===== config.mk =====
export PLATFORM = sky130hd
export DESIGN_NAME = hi_res_tdc
export DESIGN_NICKNAME = d
export VERILOG_FILES = /design/src/rtl/hi_res_tdc.sv
export SDC_FILE = /design/constraint.sdc
export NUM_CORES = 1
export LEC_CHECK = 0
export ABC_AREA = 1
export ABC_CLOCK_PERIOD_IN_PS = 2100
export BUFFER_PORTS_ARGS = -buffer_cell sky130_fd_sc_hd__clkbuf_2
export CAP_MARGIN = 20
export CORE_MARGIN = 2
export CORE_UTILIZATION = 25
export CTS_BUF_LIST = sky130_fd_sc_hd__clkbuf_16
export CTS_CLUSTER_DIAMETER = 200
export CTS_CLUSTER_SIZE = 24
export DETAILED_ROUTE_END_ITERATION = 10
export GPL_TIMING_DRIVEN = 0
export PLACE_DENSITY = 0.41
export SLEW_MARGIN = 10
export SYNTH_ARGS = -nofsm -noshare
export SYNTH_HDL_FRONTEND = slang
export SYNTH_SLANG_ARGS = --single-unit

===== constraint.sdc =====
create_clock -name CLK -period 2.1 [get_ports CLK]
set_clock_uncertainty 0.05 [all_clocks]
set_input_delay 0.105 -clock CLK [delete_from_list [all_inputs] [get_ports CLK]]
set_output_delay 0.105 -clock CLK [all_outputs]
set_load 0.005 [all_outputs]

===== src/rtl/hi_res_tdc.sv =====
`timescale 1ns/1ps
// Half-period time-to-digital converter: STOP is time-stamped against the last
// START edge using a coarse posedge counter plus a negedge "early" bit.
module hi_res_tdc #(
  parameter int SYNC_STAGES = 2,
  parameter int TIME_W      = 8
) (
  input  logic              CLK,
  input  logic              RSTb,
  input  logic              START,
  input  logic              STOP,
  output logic [TIME_W-1:0] TIME,
  output logic              VALID
);

  localparam int N = (SYNC_STAGES < 2) ? 2 : SYNC_STAGES;

  logic [N-1:0]      start_sync;
  logic [N-1:0]      stop_pos;
  logic [N-1:0]      stop_neg;
  logic              stop_neg_raw;
  logic              start_d;
  logic              stop_d;
  logic              start_edge;
  logic              stop_edge;
  logic              early;
  logic              res_vld;
  logic [TIME_W-1:0] cnt_reg;
  logic [TIME_W-1:0] cnt_cur;
  logic [TIME_W-1:0] cnt_next;
  logic [TIME_W-1:0] res_reg;
  logic [TIME_W-1:0] res_next;

  // Negedge sample of STOP; retimed into the posedge chain below.
  always_ff @(negedge CLK) begin
    if (!RSTb) stop_neg_raw <= 1'b0;
    else       stop_neg_raw <= STOP;
  end

  always_ff @(posedge CLK) begin
    if (!RSTb) begin
      start_sync <= '0;
      stop_pos   <= '0;
      stop_neg   <= '0;
      start_d    <= 1'b0;
      stop_d     <= 1'b0;
      cnt_reg    <= '1;
      res_reg    <= '0;
      res_vld    <= 1'b0;
      TIME       <= '0;
      VALID      <= 1'b0;
    end else begin
      start_sync <= {start_sync[N-2:0], START};
      stop_pos   <= {stop_pos[N-2:0], STOP};
      stop_neg   <= {stop_neg[N-2:0], stop_neg_raw};
      start_d    <= start_sync[N-1];
      stop_d     <= stop_pos[N-1];
      cnt_reg    <= cnt_next;
      res_reg    <= res_next;
      res_vld    <= stop_edge;
      VALID      <= res_vld;
      if (res_vld) TIME <= res_reg;
    end
  end

  always_comb begin
    start_edge = start_sync[N-1] & ~start_d;
    stop_edge  = stop_pos[N-1] & ~stop_d;
    early      = stop_neg[N-1];
    // A STOP aligned with a START edge belongs to the new frame.
    cnt_cur    = start_edge ? '0 : cnt_reg;
    cnt_next   = cnt_reg;
    if (start_edge)    cnt_next = TIME_W'(1);
    else if (~&cnt_reg) cnt_next = cnt_reg + TIME_W'(1);
    res_next = '0;
    if (cnt_cur[TIME_W-1])  res_next = '1;
    else if (cnt_cur != '0) res_next = {cnt_cur[TIME_W-2:0], 1'b0} - TIME_W'(early);
  end

endmodule


## Word-level counts from Yosys, hierarchy flattened

Cells that the tools add are included.

| word-level totals | value |
|---|---|
| input bits | 4 |
| latch bits | 0 |
| RAM bits | 0 |
| output and inout port bits | 9 |
| memories | 0 |
| ROM bits | 0 |
| logic and storage cells | 28 |
| register bits after elaboration | 35 |

| operators by class | value |
|---|---|
| add/sub/neg operators | 2 |
| eq/ne operators | 1 |
| bitwise gates (word level) | 5 |
| reductions and logical operators | 3 |
| muxes and demuxes | 5 |
| divide/modulo/power cells | 0 |
| shift-type cells | 0 |
| order comparisons | 0 |
| $mul | 0 |

Operator list:

| cell | number |
|---|---|
| 2-to-1 mux 8 bit | 5 |
| adder 8 x 1 -> 8 bit (second input constant) | 1 |
| AND reduction 8 bit | 1 |
| nonzero test 8 bit | 1 |
| subtractor 8 x 1 -> 8 bit | 1 |
| inverter 1 bit | 3 |
| AND 1 bit | 2 |
| inequality test 2 bit (second input constant) | 1 |
| OR reduction 2 bit | 1 |

## Depth between registers and ports, before layout

Gate-level depths: netlist of the first run.

| logic depth | value |
|---|---|
| word-level depth | 6 |
| mapped depth | 11 |
| mapped depth without buffers | 9 |

==> impl_metrics.py, run 1 <==
metrics = {
    "clock_tree": {
        "cts_buffer_depth": 2,
        "clock-sinks": 35,
        "cts_tree": "built",
        "clk_pin_slew_ns": 0.05,
        "htreeDepth": 2,
        "postCtsSetupRepairBufs": 0,
        "clock_latency_ns": 0.34,
        "clock-root-buffer": "clkbuf_16",
        "cts_made_buffers": 5,
    },
    "die": {
        "die_area_mm2": 0.00630,
        "initial_core_util": 0.258,
        "pin_count": 13,
        "dieHeight_um": 79.4,
        "num_rows": 27,
        "die_w_um": 79.4,
        "coreArea_mm2": 0.00551,
    },
    "pwr": {
        "netSwitchingFraction": 0.330,
        "internal_power_mw": 1.59,
        "power_frac_clock": 0.350,
        "peakVddDrop_mv": 0.575,
        "p_comb_frac": 0.272,
        "p_per_area_mw_per_mm2": 1350,
        "seq_power_share": 0.378,
        "leakage_nw": 0.920,
        "p_sw_mw": 0.785,
        "total_power_mw": 2.38,
    },
    "synth": {
        "synth_nets": 196,
        "yosys_warnings": 0,
        "synth_cell_type_count": 24,
        "yosys.area.top_type": "dfxtp_1",
        "syn_avg_cell_area_um2": 7.48,
        "synthCells": 190,
        "yosysSeqAreaShare": 0.493,
        "synth_top_area_share": 0.493,
        "yosys-top-cells-area": "dfxtp_1 (49%), nand2_1 (10%), nand3_1 (6.3%)",
        "ys_ff_latch": 35,
        "synth_area_mm2": 0.00142,
    },
    "worst_hold_path": {
        "holdPathEnd": "TIME[0]",
        "hp-class": "in -> reg",
        "hold_path_depth": 3,
        "hold_start": "RSTb",
    },
    "routing": {
        "dr_total_vias": 1186,
        "via_per_inst": 4.19,
        "detail-route-antenna-nets": 0,
        "drtIter0Drc": 58,
        "drc_errors": 0,
        "detail_route.wl_per_cell_um": 10.3,
        "drtPass1Iterations": 4,
        "wl_um": 2930,
    },
    "critical_path": {
        "path_class": "reg -> reg",
        "crit_family": "buffers and inverters",
        "cp_num_buf_inv": 4,
        "crit_top_cell": "nand2_1",
        "cp-end-kind": "flop",
        "max_stage_delay_ns": 0.30,
        "start_kind": "flop",
        "worst_ep_required_time_ns": 2.21,
        "critPathArrivalTime_ns": 1.94,
        "r2r-end": "res_reg[2]",
        "slowest_stage": "dfxtp_1",
        "crit_fanout": 10,
        "rrSetupSlack_ns": 0.27,
        "worstPathCellList": "inv_1, nand2_1, buf_2, buf_2, nand2_1, ha_1, nand2_1, inv_1, o21ai_0, a21oi_1",
        "reg2reg_depth": 10,
        "r2r-start": "start_d",
    },
    "placed_design": {
        "gp_congestion": 0.743,
        "dpl.hpwl_um": 2120,
        "portBuffers": 11,
        "post-place-ws_ns": -0.126,
    },
    "global_routing": {
        "grt_pass1_vias": 1072,
        "grt-ovfl-total": 0,
        "antenna_found_initial": 0,
        "grt.total_usage": 0.105,
        "grt_pass1_wl_um": 5070,
        "grt_max_degree": 13,
    },
    "cells_and_area": {
        "n_antenna_cell": 0,
        "nets": 216,
        "area.growth.synth_to_final_pct": 23.5,
        "layout-drive-gt1-share": 0.152,
        "finish.utilization": 0.319,
    },
    "sta": {
        "slew_headroom": 0.654,
        "tightest_slew_ns": 0.519,
        "rsz0062_at_grt": "no",
        "final-setup-viol-count": 0,
        "max_freq_mhz": 546,
        "layout_setup_ws_ns": 0.270,
        "period_share": 0.871,
        "hold_viol": 0,
        "period_minus_slack_ns": 1.83,
        "slew_viol_final": 0,
    },
    "flow_run": {
        "maxCapViolCount": 0,
    },
    "status": {
        "status": "finished, final reports clean",
    },
}
power by group through the flow:
stage | logic (mW) | registers (mW) | clock network (mW)
2_1_floorplan | 0.530 | 0.876 | 0.00596
3_3_place_gp | 0.658 | 0.913 | 0.00596
3_5_place_dp | 0.647 | 0.913 | 0.00596
4_1_cts | 0.653 | 0.899 | 0.865
5_1_grt | 0.765 | 0.919 | 0.897
6_report | 0.646 | 0.900 | 0.833
cell usage in the layout (no fill, tap or decap), types with 2 or more instances in the layout:
master | Yosys | final
dfxtp_1 | 35 | 35
nand3_1 | 18 | 18
a21oi_1 | 9 | 9
ha_1 | 2 | 2
inv_2 | 3 | 3
clkbuf_1 | 4 | 4
dlygate4sd3_1 | 0 | 2
or2_2 | 2 | 2
nand2_1 | 39 | 39
buf_2 | 3 | 3
clkbuf_16 | 0 | 5
inv_1 | 24 | 24
o21ai_0 | 12 | 12
nand4_1 | 6 | 6
clkbuf_2 | 0 | 11
o21ai_1 | 3 | 3
nor2_1 | 20 | 20
metal layers:
layer,wire [µm],up-vias,global-route usage
li1,-,649,-
met1,1490,513,0.139
met2,1290,22,0.156
met3,139,2,0.0475
met4,13,0,0.0259
met5,0,-,0
cell families (layout without fill, tap and decap cells):
group                      count (synthesis)  in the layout  synth area share
and+or+nand+nor                           90             90             0.284
AOI/OAI and AO/OA                         29             29             0.113
DFF                                       35             35             0.493
adders and majority gates                  2              2            0.0176
buffers and inverters                     34             55            0.0924
how the worst max path moves through the flow:
stage | cells after the start | to | startpoint
4_1_cts | 4 | stop_neg_raw | RSTb
3_3_place_gp | 4 | stop_neg_raw | RSTb
3_5_place_dp | 4 | stop_neg_raw | RSTb
6_report | 10 | res_reg[2] | start_d
2_1_floorplan | 4 | stop_neg_raw | RSTb
5_1_grt | 10 | res_reg[2] | start_d
tightest hold or removal path: stages:
cell	delay [ns]
clkbuf_1	0.17
o21ai_0	0.11
nor2_1	0.04
repair_timing:
| item | 4_1_cts | 5_1_grt |
|---|---|---|
| hold buffers | 2 | 0 |
| endpoints found under the hold margin | 2 | 0 |
| resized for setup | 0 | 0 |
through the flow:
| stage | instance area [µm²] | setup TNS, ns | hold slack (ns) | cells |
|---|---|---|---|---|
| 2_1_floorplan | 1420 | 0 | 0.153 | 190 |
| 3_3_place_gp | 1570 | -0.159 | 0.240 | 273 |
| 3_5_place_dp | 1570 | -0.126 | 0.242 | 273 |
| 4_1_cts | 1760 | 0 | 0.150 | 283 |
| 5_1_grt | 1760 | 0 | 0.178 | 283 |
| 6_report | 1760 | 0 | 0.146 | 283 |
final cells by class:
class / count / area, µm²
Buffer: 7 / 30.0
Clock buffer: 5 / 125
Clock inverter: 4 / 47.5
Fill cell: 601 / 3750
Inverter: 26 / 97.6
Multi-Input combinational cell: 121 / 589
Sequential cell: 35 / 701
Tap cell: 72 / 90.1
Timing Repair Buffer: 13 / 75.1
synthesized netlist by cell type:
cell type and instances:
a21oi_1 9, o311ai_1 1, o21ai_1 3, or2_2 2
nand3_1 18, o211ai_1 1, buf_2 3, nand4_2 1
nand3b_1 1, o21ai_2 1, inv_2 3, ha_1 2
inv_1 24, o31ai_1 1, nand3_2 1, nand2_1 39
nor2_2 1, clkbuf_1 4, dfxtp_1 35, nand4_1 6
nand2_2 1, o21bai_1 1, nor2_1 20, o21ai_0 12
Power figures use the tool's default switching activity.
==> inputs of run 2 (changes only) <==
CTS_BUF_LIST = not set   (was sky130_fd_sc_hd__clkbuf_16)
==> run 2 against run 1 <==
Cell count is the same. Global-route usage down 0.22 points. Via count barely moved. Utilization decreased by 1.0 points. Sequential cell count stayed put. Largest power group unchanged. Highest routed layer unchanged.
==> impl_metrics.py, run 2 (synthesis gave the netlist of run 1 again) <==
metrics = {
    "sta": {
        "tns_ns": 0,
        "tightest_slew_ns": 0.517,
        "slew_viol_final": 0,
        "hold_viol": 0,
        "layout_setup_ws_ns": 0.267,
        "slew_headroom": 0.656,
        "rsz0062_at_grt": "no",
        "hold_slack_ns": 0.141,
        "final-setup-viol-count": 0,
        "period_share": 0.873,
        "period_minus_slack_ns": 1.83,
        "max_freq_mhz": 547,
    },
    "routing": {
        "drtIter0Drc": 42,
        "detail_route.wl_per_cell_um": 10.2,
        "dr_total_vias": 1187,
        "drtPass1Iterations": 4,
        "detail-route-antenna-nets": 0,
        "via_per_inst": 4.19,
        "drc_errors": 0,
        "wl_um": 2890,
    },
    "critical_path": {
        "reg2reg_depth": 10,
        "start_kind": "primary input",
        "r2r-start": "start_d",
        "worstPathCellList": "clkbuf_1, clkbuf_1, nand2_1, inv_1",
        "path_class": "in -> reg",
        "path_depth": 4,
        "setup.worst_path.start": "RSTb",
        "slowest_stage": "clkbuf_1",
        "cp-end-kind": "flop",
        "crit_top_cell": "clkbuf_1",
        "r2r-end": "res_reg[2]",
        "crit_fanout": 10,
        "rrSetupSlack_ns": 0.27,
        "worst_ep_required_time_ns": 1.27,
        "crit_family": "buffers and inverters",
        "crit_end": "stop_neg_raw",
        "critPathArrivalTime_ns": 1.01,
        "cp_num_buf_inv": 3,
        "max_stage_delay_ns": 0.46,
    },
    "die": {
        "dieHeight_um": 79.4,
        "die_area_mm2": 0.00630,
        "pin_count": 13,
        "initial_core_util": 0.258,
        "num_rows": 27,
        "coreArea_mm2": 0.00551,
        "die_w_um": 79.4,
    },
    "clock_tree": {
        "clock-root-buffer": "clkbuf_8",
        "cts_buffer_depth": 2,
        "clock-sinks": 35,
        "htreeDepth": 2,
        "cts_made_buffers": 5,
        "clock_latency_ns": 0.33,
        "holdBufCountCts": 2,
        "post_cts_resized": 0,
        "postCtsSetupRepairBufs": 0,
        "clk_pin_slew_ns": 0.07,
        "cts_tree": "built",
    },
    "placed_design": {
        "dp_cells": 273,
        "gp_congestion": 0.743,
        "dpl.hpwl_um": 2120,
        "portBuffers": 11,
        "post-place-ws_ns": -0.126,
        "place_area_mm2": 0.00157,
    },
    "cells_and_area": {
        "layout_common_cells": "nand2_1 (39), dfxtp_1 (35), inv_1 (24)",
        "finish.utilization": 0.309,
        "layout-drive-gt1-share": 0.152,
        "n_antenna_cell": 0,
        "nets": 216,
        "area.growth.synth_to_final_pct": 19.5,
        "instances_no_fill": 283,
        "final_cell_area_mm2": 0.00170,
        "final_common_cell": "nand2_1",
    },
    "status": {
        "status": "finished, final reports clean",
    },
    "worst_hold_path": {
        "hp-class": "in -> reg",
    },
    "global_routing": {
        "grt_max_degree": 13,
        "grt_pass1_wl_um": 5040,
        "grt_pass1_vias": 1074,
        "grt.total_usage": 0.103,
        "antenna_found_initial": 0,
        "grt-ovfl-total": 0,
    },
    "pwr": {
        "p_per_area_mw_per_mm2": 1260,
        "leakage_nw": 0.894,
        "total_power_mw": 2.15,
        "peakVddDrop_mv": 0.539,
    },
    "flow_run": {
        "maxCapViolCount": 0,
    },
}
==> run 2: worst min-delay path by stage <==
| stage | startpoint | to | slack, ns | cells past startpoint |
|---|---|---|---|---|
| final | RSTb | TIME[0] | 0.14 | 3 |
| after detailed placement | START | start_sync[0] | 0.24 | 3 |
| after global routing | RSTb | TIME[2] | 0.16 | 3 |
| after floorplan | START | start_sync[0] | 0.15 | 2 |
| after CTS | RSTb | TIME[0] | 0.14 | 3 |
| after global placement | START | start_sync[0] | 0.24 | 3 |
==> run 2: worst min-delay path: stages <==
cell      delay [ns]
clkbuf_1        0.17
o21ai_0         0.12
nor2_1          0.04
==> run 2: final cells by class <==
class | count | area, µm²
flip-flops and latches | 35 | 701
repair buffers | 13 | 75.1
well taps | 72 | 90.1
fillers | 605 | 3810
multi-input cells | 121 | 589
clock inverters | 4 | 47.5
clock buffers | 5 | 68.8
inverters | 26 | 97.6
plain buffers | 7 | 30.0
==> run 2: layer usage <==
layer  GRT usage  vias up  wire length, µm  part of all wire
met5           0        -                0                 0
met4      0.0310        0               12            0.0042
met3      0.0339        2               99             0.034
met2       0.156       18             1250              0.43
met1       0.139      518             1530              0.53
li1            -      649                -                 -
==> run 2: power breakdown <==
part           internal (mW)  switching [mW]  total (mW)
clock network          0.355           0.248       0.603
registers              0.780           0.118       0.898
logic                  0.252           0.393       0.645
